File: src/rtl/stream_arbiter_if.sv
// Source-side and output-side stream signals of the arbiter.
// master: the arbiter itself (drives src_ready and the M_AXIS outputs).
// slave:  the environment (drives the sources and the downstream ready).
interface stream_arbiter_if #(
  parameter int DATA_WIDTH  = 128,
  parameter int NUM_SOURCES = 4,
  parameter int FIFO_DEPTH  = 16
);
  logic [NUM_SOURCES-1:0]            src_valid;
  logic [NUM_SOURCES-1:0]            src_last;
  logic [NUM_SOURCES*DATA_WIDTH-1:0] src_data;
  logic [NUM_SOURCES-1:0]            src_ready;
  logic [DATA_WIDTH-1:0]             M_AXIS_tdata;
  logic [2:0]                        M_AXIS_tid;
  logic                              M_AXIS_tlast;
  logic                              M_AXIS_tvalid;
  logic                              M_AXIS_tready;
  logic [$clog2(FIFO_DEPTH):0]       fifo_count;

  modport master (
    input  src_valid, src_last, src_data, M_AXIS_tready,
    output src_ready, M_AXIS_tdata, M_AXIS_tid, M_AXIS_tlast, M_AXIS_tvalid,
           fifo_count
  );

  modport slave (
    output src_valid, src_last, src_data, M_AXIS_tready,
    input  src_ready, M_AXIS_tdata, M_AXIS_tid, M_AXIS_tlast, M_AXIS_tvalid,
           fifo_count
  );
endinterface

File: src/rtl/stream_arbiter.sv
// Round-robin packet arbiter: merges NUM_SOURCES packet streams into one
// tagged output stream through a first-word fall-through buffer. A grant is
// locked for a whole packet, so packets never interleave.
module stream_arbiter #(
  parameter int DATA_WIDTH  = 128,
  parameter int NUM_SOURCES = 4,
  parameter int FIFO_DEPTH  = 16
) (
  input  logic             clk,
  input  logic             resetn,
  stream_arbiter_if.master bus
);
  localparam int IDW = $clog2(NUM_SOURCES);
  localparam int AW  = $clog2(FIFO_DEPTH);
  localparam int CW  = AW + 1;

  typedef struct packed {
    logic [2:0]            id;
    logic                  last;
    logic [DATA_WIDTH-1:0] data;
  } beat_t;

  typedef enum logic [1:0] {IDLE, GRANT, PACKET} state_t;

  state_t                                 state, state_nxt;
  logic [IDW-1:0]                         gnt, gnt_nxt, rr_pick;
  logic                                   rr_found;
  logic [NUM_SOURCES-1:0][DATA_WIDTH-1:0] src_data_a;
  logic [NUM_SOURCES-1:0]                 rdy;
  beat_t                                  mem [FIFO_DEPTH];
  beat_t                                  head, wr_beat;
  logic [AW-1:0]                          wr_ptr, rd_ptr;
  logic [CW-1:0]                          count;
  logic                                   full, grant_open, push, pop, tvalid;

  assign src_data_a = bus.src_data;
  assign full       = (count == CW'(FIFO_DEPTH));
  // Ready depends only on registered state, never on tready.
  assign grant_open = (state != IDLE) && !full;
  assign push       = grant_open && bus.src_valid[gnt];
  assign tvalid     = (count != '0);
  assign pop        = tvalid && bus.M_AXIS_tready;
  assign wr_beat    = '{id: 3'(gnt), last: bus.src_last[gnt], data: src_data_a[gnt]};
  assign head       = mem[rd_ptr];

  // Round-robin pick: first requester strictly after the previous grant.
  always_comb begin
    rr_pick  = gnt;
    rr_found = 1'b0;
    for (int k = 1; k <= NUM_SOURCES; k++) begin
      if (!rr_found && bus.src_valid[IDW'((int'(gnt) + k) % NUM_SOURCES)]) begin
        rr_pick  = IDW'((int'(gnt) + k) % NUM_SOURCES);
        rr_found = 1'b1;
      end
    end
  end

  // Next state, next grant and the one-hot ready.
  always_comb begin
    state_nxt = state;
    gnt_nxt   = gnt;
    rdy       = '0;
    rdy[gnt]  = grant_open;
    case (state)
      IDLE: begin
        if (rr_found) begin
          gnt_nxt   = rr_pick;
          state_nxt = GRANT;
        end
      end
      GRANT: begin
        if (push)                       state_nxt = bus.src_last[gnt] ? IDLE : PACKET;
        else if (!bus.src_valid[gnt])   state_nxt = IDLE;  // release unused grant
      end
      PACKET: begin
        if (push && bus.src_last[gnt])  state_nxt = IDLE;
      end
      default: state_nxt = IDLE;
    endcase
  end

  // State and grant registers; reset makes source 0 win the first contest.
  always_ff @(posedge clk or negedge resetn) begin
    if (!resetn) begin
      state <= IDLE;
      gnt   <= IDW'(NUM_SOURCES - 1);
    end else begin
      state <= state_nxt;
      gnt   <= gnt_nxt;
    end
  end

  // Buffer pointers and occupancy; pointers wrap naturally at FIFO_DEPTH.
  always_ff @(posedge clk or negedge resetn) begin
    if (!resetn) begin
      wr_ptr <= '0;
      rd_ptr <= '0;
      count  <= '0;
    end else begin
      if (push) wr_ptr <= wr_ptr + 1'b1;
      if (pop)  rd_ptr <= rd_ptr + 1'b1;
      case ({push, pop})
        2'b10:   count <= count + 1'b1;
        2'b01:   count <= count - 1'b1;
        default: count <= count;
      endcase
    end
  end

  // Buffer storage; contents are only visible while occupancy is non-zero.
  always_ff @(posedge clk) begin
    if (push) mem[wr_ptr] <= wr_beat;
  end

  assign bus.src_ready     = rdy;
  assign bus.M_AXIS_tvalid = tvalid;
  assign bus.M_AXIS_tdata  = tvalid ? head.data : '0;
  assign bus.M_AXIS_tid    = tvalid ? head.id   : '0;
  assign bus.M_AXIS_tlast  = tvalid ? head.last : 1'b0;
  assign bus.fifo_count    = count;
endmodule

File: src/flat_wrapper.sv
// flat-port wrapper written by rule: the top's interface ports become plain ports
module stream_arbiter_flat 
#(
  parameter int DATA_WIDTH  = 128,
  parameter int NUM_SOURCES = 4,
  parameter int FIFO_DEPTH  = 16
)
  (clk, resetn, bus_src_valid, bus_src_last, bus_src_data, bus_M_AXIS_tready, bus_src_ready, bus_M_AXIS_tdata, bus_M_AXIS_tid, bus_M_AXIS_tlast, bus_M_AXIS_tvalid, bus_fifo_count);
  stream_arbiter_if #(.DATA_WIDTH(DATA_WIDTH), .NUM_SOURCES(NUM_SOURCES), .FIFO_DEPTH(FIFO_DEPTH)) bus_i ();
  input  logic clk;
  input  logic resetn;
  input wire logic [$bits(bus_i.src_valid)-1:0] bus_src_valid;
  input wire logic [$bits(bus_i.src_last)-1:0] bus_src_last;
  input wire logic [$bits(bus_i.src_data)-1:0] bus_src_data;
  input wire logic [$bits(bus_i.M_AXIS_tready)-1:0] bus_M_AXIS_tready;
  output wire logic [$bits(bus_i.src_ready)-1:0] bus_src_ready;
  output wire logic [$bits(bus_i.M_AXIS_tdata)-1:0] bus_M_AXIS_tdata;
  output wire logic [$bits(bus_i.M_AXIS_tid)-1:0] bus_M_AXIS_tid;
  output wire logic [$bits(bus_i.M_AXIS_tlast)-1:0] bus_M_AXIS_tlast;
  output wire logic [$bits(bus_i.M_AXIS_tvalid)-1:0] bus_M_AXIS_tvalid;
  output wire logic [$bits(bus_i.fifo_count)-1:0] bus_fifo_count;
  assign bus_i.src_valid = bus_src_valid;
  assign bus_i.src_last = bus_src_last;
  assign bus_i.src_data = bus_src_data;
  assign bus_i.M_AXIS_tready = bus_M_AXIS_tready;
  assign bus_src_ready = bus_i.src_ready;
  assign bus_M_AXIS_tdata = bus_i.M_AXIS_tdata;
  assign bus_M_AXIS_tid = bus_i.M_AXIS_tid;
  assign bus_M_AXIS_tlast = bus_i.M_AXIS_tlast;
  assign bus_M_AXIS_tvalid = bus_i.M_AXIS_tvalid;
  assign bus_fifo_count = bus_i.fifo_count;
  stream_arbiter #(.DATA_WIDTH(DATA_WIDTH), .NUM_SOURCES(NUM_SOURCES), .FIFO_DEPTH(FIFO_DEPTH)) u_core (.clk(clk), .resetn(resetn), .bus(bus_i));
endmodule
File: config.mk
export PLATFORM = sky130hd
export DESIGN_NAME = stream_arbiter_flat
export DESIGN_NICKNAME = d
export VERILOG_FILES = /design/src/rtl/stream_arbiter_if.sv /design/src/rtl/stream_arbiter.sv /design/src/flat_wrapper.sv
export SDC_FILE = /design/constraint.sdc
export NUM_CORES = 2
export LEC_CHECK = 0
export ABC_CLOCK_PERIOD_IN_PS = 5500
export CAP_MARGIN = 20
export CORE_MARGIN = 4
export CORE_UTILIZATION = 52
export DETAILED_ROUTE_END_ITERATION = 12
export PLACE_DENSITY = 0.86
export SLEW_MARGIN = 20
export SYNTH_ARGS = -nofsm -noshare
export SYNTH_HDL_FRONTEND = slang
export SYNTH_SLANG_ARGS = --single-unit
File: constraint.sdc
create_clock -name clk -period 5.5 [get_ports clk]
set_input_delay 0.55 -clock clk [delete_from_list [all_inputs] [get_ports clk]]
set_output_delay 0.55 -clock clk [all_outputs]
set_load 0.02 [all_outputs]
### After elaboration in Yosys (flattened, before gate mapping)

Memory sizes are Yosys's and may differ from the RTL's.
Cells that the tools add are included.

| cells by class | value |
|---|---|
| bitwise logic cells | 1 |
| $lt $le $gt $ge | 6 |
| muxes and demuxes | 40 |
| $add $sub $neg | 8 |
| reductions and logical operators | 19 |
| equal/unequal tests | 8 |

Operator list:

| kind | number |
|---|---|
| binary-select mux 128 bit (select 2 bit) | 1 |
| 2-to-1 mux 128 bit | 2 |
| 2-to-1 mux 1 bit | 18 |
| 2-to-1 mux 2 bit | 9 |
| < comparator 2 x 4 -> 1 bit (second input constant) | 4 |
| binary-select mux 1 bit (select 2 bit) | 6 |
| one-hot mux 5 bit (2 select lines) | 1 |
| adder 4 x 1 -> 4 bit (second input constant) | 2 |
| logical AND 1 bit | 8 |
| one-hot mux 2 bit (3 select lines) | 1 |
| AND reduction 3 bit | 2 |
| adder 5 x 1 -> 5 bit (second input constant) | 1 |
| == test 5 bit (second input constant) | 1 |
| nonzero test 5 bit | 1 |
| subtractor 5 x 1 -> 5 bit (second input constant) | 1 |
| adder 2 x 1 -> 2 bit (second input constant) | 2 |
| adder 2 bit (second input constant) | 2 |
| AND 4 bit | 1 |
| == test 2 x 1 -> 1 bit (second input constant) | 2 |
| == test 2 bit (second input constant) | 2 |
| logical NOT 1 bit | 4 |
| != test 2 x 1 -> 1 bit (second input constant) | 2 |
| nonzero test 2 bit | 2 |
| nonzero test 4 bit | 1 |
| 6 further kinds | 6 |

| word-level totals | value |
|---|---|
| memories | 1 |
| input bits | 523 |
| output and inout bits | 142 |
| register bits after elaboration | 17 |
| memory bits (writable) | 2096 |

Memories:

| memory | words | width | read ports | clocked after Yosys merged registers in | write ports | line | text |
|---|---|---|---|---|---|---|---|
| u_core.mem | 16 | 131 | 1 | 0 | 1 | stream_arbiter.sv:30 | `beat_t mem [FIFO_DEPTH];` |

### Logic depth before layout (Yosys ltp)

| depth | value |
|---|---|
| word-level depth | 16 |
| mapped depth | 13 |

### Least setup slack after synthesis

Ideal clock, no wire load.

| path | value |
|---|---|
| kind | register to register |
| start point | register u_core.gnt[1] |
| end point | memory u_core.mem[0][0] (netlist bit), enable pin |
| required time | 4.995 ns |
| stages on the path, launching flop included | 8 |
| arrival | 4.694 ns |
| path slack | 0.301 ns |
| period minus slack after synthesis | 5.199 ns |
| path through | dfstp_2 > buf_4 > mux4_2 > o211a_1 > buf_6 > clkinv_2 > nor3_1 > and2_1 |

| on the way | value |
|---|---|
| longest elaborated chain between the ends | 5 |

RTL lines:

| what | line | text |
|---|---|---|
| start, declared | stream_arbiter.sv:26 | `logic [IDW-1:0] gnt, gnt_nxt, rr_pick;` |
| start signal, assigned | stream_arbiter.sv:86 | `gnt <= IDW'(NUM_SOURCES - 1);` |
| start signal, assigned | stream_arbiter.sv:89 | `gnt <= gnt_nxt;` |
| binary-select mux 1 bit (select 2 bit) | stream_arbiter.sv:40 | `assign push = grant_open && bus.src_valid[gnt];` |
| 2-to-1 mux 1 bit (not written as such) | stream_arbiter.sv:40 |  |
| logical AND 1 bit | stream_arbiter.sv:40 |  |
| 2-to-1 mux 1 bit | stream_arbiter.sv:112 | `if (push) mem[wr_ptr] <= wr_beat;` |
| 2-to-1 mux 1 bit (not written as such) | stream_arbiter.sv:112 |  |
| end, declared | stream_arbiter.sv:30 |  |

No other way between the ends. The select of a mux whose other input is x is not followed.

### Worst setup path after layout

| path | value |
|---|---|
| start point | register u_core.rd_ptr[0] |
| end point | output port bus_M_AXIS_tdata[36] |

| on the way | value |
|---|---|
| longest elaborated chain between the ends | 2 |

RTL lines:

| what | line | text |
|---|---|---|
| start, declared | stream_arbiter.sv:32 | `logic [AW-1:0] wr_ptr, rd_ptr;` |
| start signal, assigned | stream_arbiter.sv:101 | `if (pop) rd_ptr <= rd_ptr + 1'b1;` |
| memory read (16 x 131 bit) | - |  |
| 2-to-1 mux 128 bit | stream_arbiter.sv:117 | `assign bus.M_AXIS_tdata = tvalid ? head.data : '0;` |
| end, declared | flat_wrapper.sv:17 | `output wire logic [$bits(bus_i.M_AXIS_tdata)-1:0] bus_M_AXIS_tdata;` |

No other way between the ends.

==> run summary <==
status = finished, final reports clean
CTS buffer count = 198
commonest cells after routing, fill and taps aside = edfxtp_1 (2096), clkdlybuf4s50_1 (663), mux4_2 (657)
PD cells = 565.5 nW/um^2
Met2 Wirelength = 109.3 mm
Post-Synth Simple-Gate Area = 0.3626%
reg-to-reg setup timing slack = 1.53 ns
Pwr Total = 56.43 mW
met3 WL = 18.11 mm
Sw Ratio = 32.73%
number of synthesized register bits = 2113
DR vias = 41.97k
pin count of the biggest net entering global routing = 93
CTS resizes = 0
final hold vios = 0
Final Max Tran Viols = 0
CP Data Arrival Time = 4.16 ns
Pleak = 31.78 nW
crit path kind = register to primary output
DRC = 0
initial antenna violation count = 1
hpwl dp = 113.3 mm
utilization after layout = 62.79%
DIE HEIGHT = 408.7 um
final hold slack = 0.2031 ns
Cells after DPL = 6136
largest family of logic cells by synthesized area = multiplexers
max cap viols = 0
Final Cycle Share = 85.64%
Final Non-Filler Cells = 6504
post-synthesis cell type count = 47
post-place instance area = 93320 um^2
Initial Utilization = 52.54%
highest clock rate = 212.3 MHz
setup_tns = 0 ns
Final Critical Period = 4.710 ns
synth warn = 0
EDFF count, synth = 2096
Cell Rows = 146
Rel. slew slack = 27.30%
Fillers = 10.11k
commonest non-fill, non-tap cell in the layout = edfxtp_1
NumNets Final = 4799
cells after synthesis = 3484
worst vdd ir = 0.4863 mV
Final ANT Viol Nets = 0
global-route wire length before repair = 304.6 mm
Seq/Total Area, Yosys = 75.89%
clock slew at the register clock pins of the worst setup and hold paths = 0.06 ns
I/O pin total = 665
Root Driver = clkbuf_16
M1 wire length = 73.75 mm
Final WS setup = 0.7899 ns
asr flop ratio synth = 0.8045%
reg-to-reg endpoint = u_core.mem[2][73]
GRT Util Overall = 24.81%
CP top delay family = buffers and inverters
Worst Tran Pin Value = 1.091 ns
layout cells sized above 1 = 24.62%
WP data required = 4.95 ns
Clk Latency, worst-skew pair = 0.82 ns
fin area = 99780 um^2
routed length per instance = 31.89 um
Clock Power Share = 24.1%
Post-Syn Area = 83500 um^2
Syn-to-layout area delta = 19.50%
DR vias/cell = 6.453
H-tree depth = 4
Compound-Gate Fraction of Synth Area = 1.184%
RR Startpoint = u_core.gnt[1]
clock sink count = 2113
Core Area = 158900 um^2
number of I/O port buffers = 663
Final Skew = 0.02549 ns
hold_buf cts = 0
drt initial violations = 5550
vias in the first global route = 45.18k
final WL = 207.4 mm
Final setup violation count = 0
critical path cell sequence = buf_12, mux4_2, mux2i_1, o22ai_1, clkdlybuf4s50_1
crit path buf inv count = 2
RSZ-0062 raised after global routing = false
CP Max Fanout = 63
Slowest Stage Delay on Critical Path = 1.01 ns
HP Class = input pin to asynchronous set/reset pin
Switch Pwr = 18.47 mW
post-synthesis adder-cell area fraction = 0.1798%
Syn Nets = 4019
GPL Wtd Cong = 0.7801
xor and xnor fraction of the mapped netlist area = 0.1468%
Synth Area per Inst = 23.97 um^2
CTS max path bufs = 3
Pint = 37.96 mW
crit end category = primary output
Reg power frac = 40.0%
Setup Fix Bufs, Post-CTS = 0
R2R cell count = 6
Setup crit start kind = register
CP max stage cell = dfrtp_4
DP Worst Slack = 1.578 ns
mux cell area share after synthesis = 20.90%
die area = 167100 um^2
most used flip-flop cell after synthesis = edfxtp_1
Top Layer Used = met4
total iterations of the first detailed-routing run = 6
grt ovf = 0
Comb pwr share = 35.9%
TritonCTS clock tree = built
die width = 408.7 um
final cells by class:
class                           instances  area [um^2]  share of cell area [%]
Inverter                                8        31.28                 0.03135
Clock buffer                          246         5176                   5.187
Multi-Input combinational cell       1152        19080                   19.12
Timing Repair Buffer                  791         8235                   8.253
Clock inverter                        121         1284                   1.287
Sequential cell                      2113        63390                   63.52
Tap cell                             2072         2592                   2.598
Antenna cell                            1        2.502                0.002508
synthesized netlist by cell type (all sizes together) (2+ instances only):
cell type | instances | share of area, %
and3b | 2 | 0.021
mux2i | 262 | 3.1
o22ai | 131 | 0.98
nand4 | 2 | 0.015
mux4 | 657 | 18
nor2b | 3 | 0.022
mux2 | 3 | 0.040
xnor2 | 8 | 0.084
dfrtp | 15 | 0.45
nand3 | 2 | 0.012
buf | 141 | 0.98
o31ai | 3 | 0.027
a22oi | 2 | 0.018
clkbuf | 70 | 0.31
nand2 | 6 | 0.027
ha | 12 | 0.18
edfxtp | 2096 | 75
dfstp | 2 | 0.063
inv | 7 | 0.031
and2 | 20 | 0.15
nor3b | 2 | 0.030
or2 | 2 | 0.015
a21oi | 7 | 0.042
nor2 | 2 | 0.0090
o21ai | 4 | 0.024
xor2 | 6 | 0.063
worst reg2reg max path, stage by stage, from the launching register on:
cell      delay (ns)
dfstp_4         1.04
mux4_2          0.40
o211a_1         0.33
clkinv_2        0.18
nor3_1          0.43
and2_4          0.81
buf_12          0.41
registers in the layout (all words and copies together), names as in the netlist:
signal and flops:
u_core.bus.fifo_count 5, u_core.rd_ptr 4, u_core.mem 2096, u_core.wr_ptr 4
u_core.state 2, u_core.gnt 2
power by group through the flow:
stage,Combinational (mW),Clock [mW],Sequential (mW)
2_1_floorplan,13.1,0,22.4
3_3_place_gp,19.6,0,22.7
3_5_place_dp,20.1,0,22.9
4_1_cts,20.4,13.7,22.6
5_1_grt,21.4,14.5,22.7
6_report,20.2,13.6,22.6
per-layer routing:
layer / vias to the layer above / GRT usage (%)
met2: 2686 / 43.14
met3: 366 / 4.594
met1: 22210 / 31.90
met5: - / 0
li1: 16710 / -
met4: 0 / 8.010
worst max-delay path by stage:
stage	startpoint	end	slack (ns)	cells after the start
global placement	u_core.gnt[1]	u_core.mem[0][89]	1.65	6
detailed placement	u_core.gnt[1]	u_core.mem[2][74]	1.58	6
finish	u_core.rd_ptr[0]	bus_M_AXIS_tdata[36]	0.79	5
floorplan	u_core.gnt[1]	u_core.mem[0][0]	0.30	7
global route	u_core.rd_ptr[0]	bus_M_AXIS_tdata[102]	0.58	6
CTS	u_core.rd_ptr[0]	bus_M_AXIS_tdata[36]	0.68	5
cell families (layout without fill, tap and decap cells):
kind of cell / Yosys count / in the layout
DFF: 2113 / 2113
other: 1 / 2
adders and majority gates: 12 / 12
buffers and inverters: 219 / 1166
xor gates and xnor gates: 14 / 14
and+or+nand+nor: 47 / 47
AOI/OAI and AO/OA: 156 / 156
muxes: 922 / 922
No activity file was read; power rests on OpenSTA's default activity.
